[config.mk]
export PLATFORM = sky130hd
export DESIGN_NAME = ether_tx_dma
export DESIGN_NICKNAME = d
export VERILOG_FILES = /design/src/rtl/ether_tx_dma.sv
export SDC_FILE = /design/constraint.sdc
export NUM_CORES = 1
export LEC_CHECK = 0
export ABC_CLOCK_PERIOD_IN_PS = 14500
export CAP_MARGIN = 10
export CORE_UTILIZATION = 55
export CTS_CLUSTER_SIZE = 30
export DETAILED_ROUTE_END_ITERATION = 10
export MAX_ROUTING_LAYER = met4
export PLACE_DENSITY = 0.75
export SYNTH_ARGS = -nofsm -noshare
export SYNTH_HDL_FRONTEND = slang
export SYNTH_SLANG_ARGS = --single-unit
[constraint.sdc]
create_clock -name clock -period 14.5 [get_ports clock]
set_input_delay 4.35 -clock clock [delete_from_list [all_inputs] [get_ports clock]]
set_output_delay 4.35 -clock clock [all_outputs]
set_load 0.03 [all_outputs]
[src/rtl/ether_tx_dma.sv]
// Transmit DMA engine: pops TX descriptors, fetches frame words from memory
// and streams them to the MAC FIFO with first/last framing and a tag.
module ether_tx_dma #(
    parameter int unsigned CREDITS = 8
) (
    input  logic        clock,
    input  logic        reset,
    input  logic [27:0] TXdmaAddr,
    input  logic        TXdmaEmpty,
    output logic        readTXdmaAddr,
    input  logic [26:0] TXdmaLength,
    output logic        readTXdmaLength,
    output logic        memReq,
    output logic [27:0] memAddr,
    input  logic        memGrant,
    input  logic        memRdValid,
    input  logic [31:0] memRdData,
    output logic [31:0] txData,
    output logic        txValid,
    input  logic        txReady,
    output logic        txFirst,
    output logic        txLast,
    output logic [1:0]  txLastBytes,
    output logic [15:0] txTag,
    output logic        busy,
    output logic [15:0] framesSent,
    output logic [7:0]  framesDropped
);
    localparam int unsigned PW = (CREDITS > 1) ? $clog2(CREDITS) : 1;
    localparam int unsigned CW = $clog2(CREDITS + 1);

    typedef enum logic [1:0] {IDLE, LOAD, RUN, DONE} state_t;

    state_t        state, stateNext;
    logic [27:0]   baseAddr;
    logic [9:0]    wordCount, reqCount, sentCount, loadWords;
    logic [11:0]   lenPlus3;
    logic [10:0]   lenBytes;
    logic [CW-1:0] inflight, fifoCount;
    logic [PW-1:0] wrPtr, rdPtr, wrPtrNext, rdPtrNext;
    logic [31:0]   fifoMem [CREDITS];
    logic          grant, xfer, accept, lastWord;

    assign lenBytes  = TXdmaLength[10:0];
    assign lenPlus3  = {1'b0, lenBytes} + 12'd3;
    assign loadWords = lenPlus3[11:2];

    assign grant    = memReq & memGrant;
    assign xfer     = txValid & txReady;
    // Only words actually owed by memory are accepted; strays are dropped.
    assign accept   = memRdValid && (inflight > fifoCount);
    assign lastWord = (sentCount == wordCount - 10'd1);

    assign wrPtrNext = (wrPtr == PW'(CREDITS - 1)) ? '0 : wrPtr + PW'(1);
    assign rdPtrNext = (rdPtr == PW'(CREDITS - 1)) ? '0 : rdPtr + PW'(1);

    always_comb begin
        stateNext     = state;
        readTXdmaAddr = 1'b0;
        memReq        = 1'b0;
        case (state)
            IDLE: if (!TXdmaEmpty) stateNext = LOAD;
            LOAD: begin
                readTXdmaAddr = 1'b1;
                stateNext     = (lenBytes == '0) ? IDLE : RUN;
            end
            RUN: begin
                memReq = (reqCount < wordCount) && (inflight < CW'(CREDITS));
                if (xfer && lastWord) stateNext = DONE;
            end
            DONE:    stateNext = IDLE;
            default: stateNext = IDLE;
        endcase
    end

    assign readTXdmaLength = readTXdmaAddr;
    assign memAddr         = memReq ? (baseAddr + 28'(reqCount)) : '0;
    assign txValid         = (fifoCount != '0);
    assign txData          = txValid ? fifoMem[rdPtr] : '0;
    assign txFirst         = txValid && (sentCount == '0);
    assign txLast          = txValid && lastWord;
    assign busy            = (state != IDLE);

    always_ff @(posedge clock) begin
        if (reset) begin
            state         <= IDLE;
            baseAddr      <= '0;
            wordCount     <= '0;
            reqCount      <= '0;
            sentCount     <= '0;
            txLastBytes   <= '0;
            txTag         <= '0;
            inflight      <= '0;
            fifoCount     <= '0;
            wrPtr         <= '0;
            rdPtr         <= '0;
            framesSent    <= '0;
            framesDropped <= '0;
        end else begin
            state <= stateNext;
            if (state == LOAD) begin
                baseAddr    <= TXdmaAddr;
                wordCount   <= loadWords;
                txLastBytes <= lenBytes[1:0];
                txTag       <= TXdmaLength[26:11];
                reqCount    <= '0;
                sentCount   <= '0;
                if (lenBytes == '0) framesDropped <= framesDropped + 8'd1;
            end
            if (grant) reqCount <= reqCount + 10'd1;
            if (xfer) begin
                sentCount <= sentCount + 10'd1;
                rdPtr     <= rdPtrNext;
            end
            if (accept) wrPtr <= wrPtrNext;
            case ({grant, xfer})
                2'b10:   inflight <= inflight + CW'(1);
                2'b01:   inflight <= inflight - CW'(1);
                default: inflight <= inflight;
            endcase
            case ({accept, xfer})
                2'b10:   fifoCount <= fifoCount + CW'(1);
                2'b01:   fifoCount <= fifoCount - CW'(1);
                default: fifoCount <= fifoCount;
            endcase
            if (state == DONE) framesSent <= framesSent + 16'd1;
        end
    end

    always_ff @(posedge clock) begin
        if (accept) fifoMem[wrPtr] <= memRdData;
    end

endmodule

==> results.py <==
metrics = {
    "run_status": {
        "outcome": "finished clean",
    },
    "floorplanning": {
        "initial_core_util": 0.5638,
        "fp.dieW_microns": 174.5,
        "dieArea_sq_um": 30440,
        "die_h_microns": 174.5,
        "row_count": 62,
        "core_area_sq_um": 29010,
        "io_pins": 202,
    },
    "clocking": {
        "cts_hold_buf": 0,
        "cts_resized": 0,
        "clock_latency_ns": 0.53,
        "cts_tree": "done",
        "cts_max_path_buffers": 3,
        "clk_pin_slew_ns": 0.06,
        "h-tree-depth": 2,
        "cts_buffers": 38,
        "clockRootBuffer": "clkbuf_16",
        "clkSinkCount": 375,
        "postCtsSetupRepairBufs": 0,
    },
    "worst_setup_path": {
        "arrival_ns": 3.97,
        "crit_type": "register to primary output",
        "crit_required_ns": 10.15,
        "crit_path_max_fanout": 10,
        "r2r_setup_slack_ns": 10.75,
        "cp-start-kind": "register",
        "worst_setup_path_end_kind": "primary output",
        "r2r_cells": 9,
    },
    "layout": {
        "area_growth_pct": 22.57,
        "n_antenna_cell": 0,
        "mostFrequentLayoutCell": "edfxtp_1",
        "final_cell_mix": "edfxtp_1, clkdlybuf4s50_1, nand2_1",
        "drive_gt1_frac": 0.1135,
        "nets": 1586,
    },
    "global_route": {
        "grt_pass1_wl_microns": 56930,
        "grt-ovfl-total": 0,
        "grt_max_degree": 92,
        "grt_antenna_before_repair": 0,
        "gr-usage-all-layers": 0.2472,
        "grt_pass1_vias": 10480,
    },
    "sta": {
        "final_max_slew_viol_count": 0,
        "setup_viol": 0,
        "worst_pin_slew_ns": 1.051,
        "fmax_mhz": 120.2,
        "finalCriticalPeriod_ns": 8.317,
        "slew_headroom": 0.2981,
        "period_share": 0.5736,
        "rsz0062_at_grt": "no",
        "finalSetupTns_ns": 0,
        "fin_ws_ns": 6.183,
        "hold_violations": 0,
        "worst_clock_skew_ns": 0.01136,
    },
    "placed_design": {
        "hpwlAfterDp_microns": 22600,
        "port_buffers": 201,
        "pre_cts_slack_ns": 6.775,
        "place_congestion": 0.8265,
    },
    "route": {
        "drt-total-wl_microns": 36190,
        "wl_per_cell_microns": 19.41,
        "vias": 10610,
        "antenna_left": 0,
        "drc_errors": 0,
        "viasPerCell": 5.693,
        "drt_iter0_markers": 812,
        "dr.pass1.iters": 5,
    },
    "logic_synthesis": {
        "synthesis.nets": 1391,
        "synth_edf_count": 256,
        "synthFlopType": "edfxtp_1",
        "synthDistinctLibCells": 62,
        "yosys_warnings": 0,
        "synth_cells": 1257,
        "async_reset_ff_frac": 0,
        "synth_area_per_cell_sq_um": 13.01,
        "ys_seq_area_frac": 0.6156,
        "synth-seq-cells": 375,
        "syn-cell-area_sq_um": 16360,
    },
    "power_and_ir_drop": {
        "fin_total_pwr_uw": 3133,
        "p_leak_uw": 0.006542,
        "p_per_area_nw_per_um2": 156.3,
        "vdd_ir_drop_max_mv": 0.1221,
    },
    "worst_hold_path": {
        "min_delay_path_depth": 2,
        "hold_class": "register to register",
    },
    "run": {
        "drv_cap": 0,
    },
}
## routing by layer
| layer | vias to the layer above | share of wire | global-route usage |
|---|---|---|---|
| met4 | 0 | 0.019 | 0.06469 |
| met5 | - | 0 | - |
| met3 | 58 | 0.064 | 0.04024 |
| met2 | 356 | 0.50 | 0.4124 |
| li1 | 5025 | - | - |
| met1 | 5172 | 0.42 | 0.3146 |
## cell families (layout without fill, tap and decap cells)
family / after synthesis / count (layout) / share of synthesized area
simple gates: 409 / 409 / 0.1178
flops: 375 / 375 / 0.6156
mux: 106 / 106 / 0.1142
compound gates: 151 / 151 / 0.05469
fa+ha+maj: 41 / 41 / 0.03228
xor+xnor: 76 / 76 / 0.04153
buf+inv: 99 / 322 / 0.02394
## report_power, final
group	internal [uW]	leakage, uW	switching (uW)
Clock	576	0.000605	401
Sequential	1230	0.00327	49.3
Combinational	381	0.00266	498
Total	2180	0.00654	949
## flip-flops by register name, summed over array words and instances (netlist names), named ones only
name           count
baseAddr          28
framesSent        16
fifoMem          256
wordCount         10
wrPtr              3
rdPtr              3
framesDropped      8
reqCount          10
inflight           4
txLastBytes        2
fifoCount          4
txTag             16
state              1
sentCount         10
## critical path, cell delays in order (launching register included)
cell and delay, ns:
dfxtp_1 0.36, ha_1 0.23, fa_1 0.43, a211oi_1 0.40
o211ai_1 0.22, a211oi_2 0.68, nor3b_1 0.17, xnor2_1 0.17
nor2_1 0.09, clkdlybuf4s50_1 0.70
## cell type report
cell class | count | area, sq um
repair buffers | 220 | 2152
fillers | 2070 | 8962
multi-input cells | 783 | 5958
clock inverters | 16 | 180.2
clock buffers | 52 | 1076
flip-flops and latches | 375 | 10080
well taps | 384 | 480.5
inverters | 34 | 127.6
## metrics by stage
step	hold slack (ns)	utilization	area (sq um)	cells
floorplan	0.4406	-	16360	1257
CTS	0.4542	0.6911	20050	1864
finish	0.4518	0.6911	20050	1864
global route	0.4696	0.6911	20050	1864
detailed placement	0.4459	0.6478	18790	1796
global placement	0.4411	0.6478	18790	1796
## final timing paths
path,endpoint,from
hold reg to reg,txTag[13],txTag[13]
hold / removal,txTag[13],txTag[13]
setup reg to reg,fifoMem[1][10],fifoCount[1]
setup / recovery,memAddr[24],reqCount[0]
## cell usage after synthesis, drive strengths merged (2+ instances only)
master	n	area [sq um]
edfxtp	256	7687
nand2	135	506.7
nor2	123	461.7
dfxtp	119	2382
a21oi	85	429.2
mux4	64	1441
clkbuf	45	168.9
xnor2	41	359.1
ha	39	488.0
mux2i	37	370.4
inv	34	127.6
nand3	34	170.2
xor2	34	297.8
o21ai	26	133.9
buf	20	95.09
a211oi	18	152.7
nor4	16	115.1
nor3	14	70.07
and3	13	81.33
nand4	13	81.33
nor3b	13	97.59
or3	11	68.82
nand3b	8	60.06
nand2b	6	37.54
mux2	5	56.30
a21o	4	30.03
a31oi	4	25.02
and2	4	25.02
nor2b	4	25.02
or4	4	33.78
and4	3	26.28
or2	3	18.77
fa	2	40.04
o211ai	2	15.01
o21a	2	15.01
o41ai	2	17.52
Note: power is estimated with default switching activity, not from simulation.
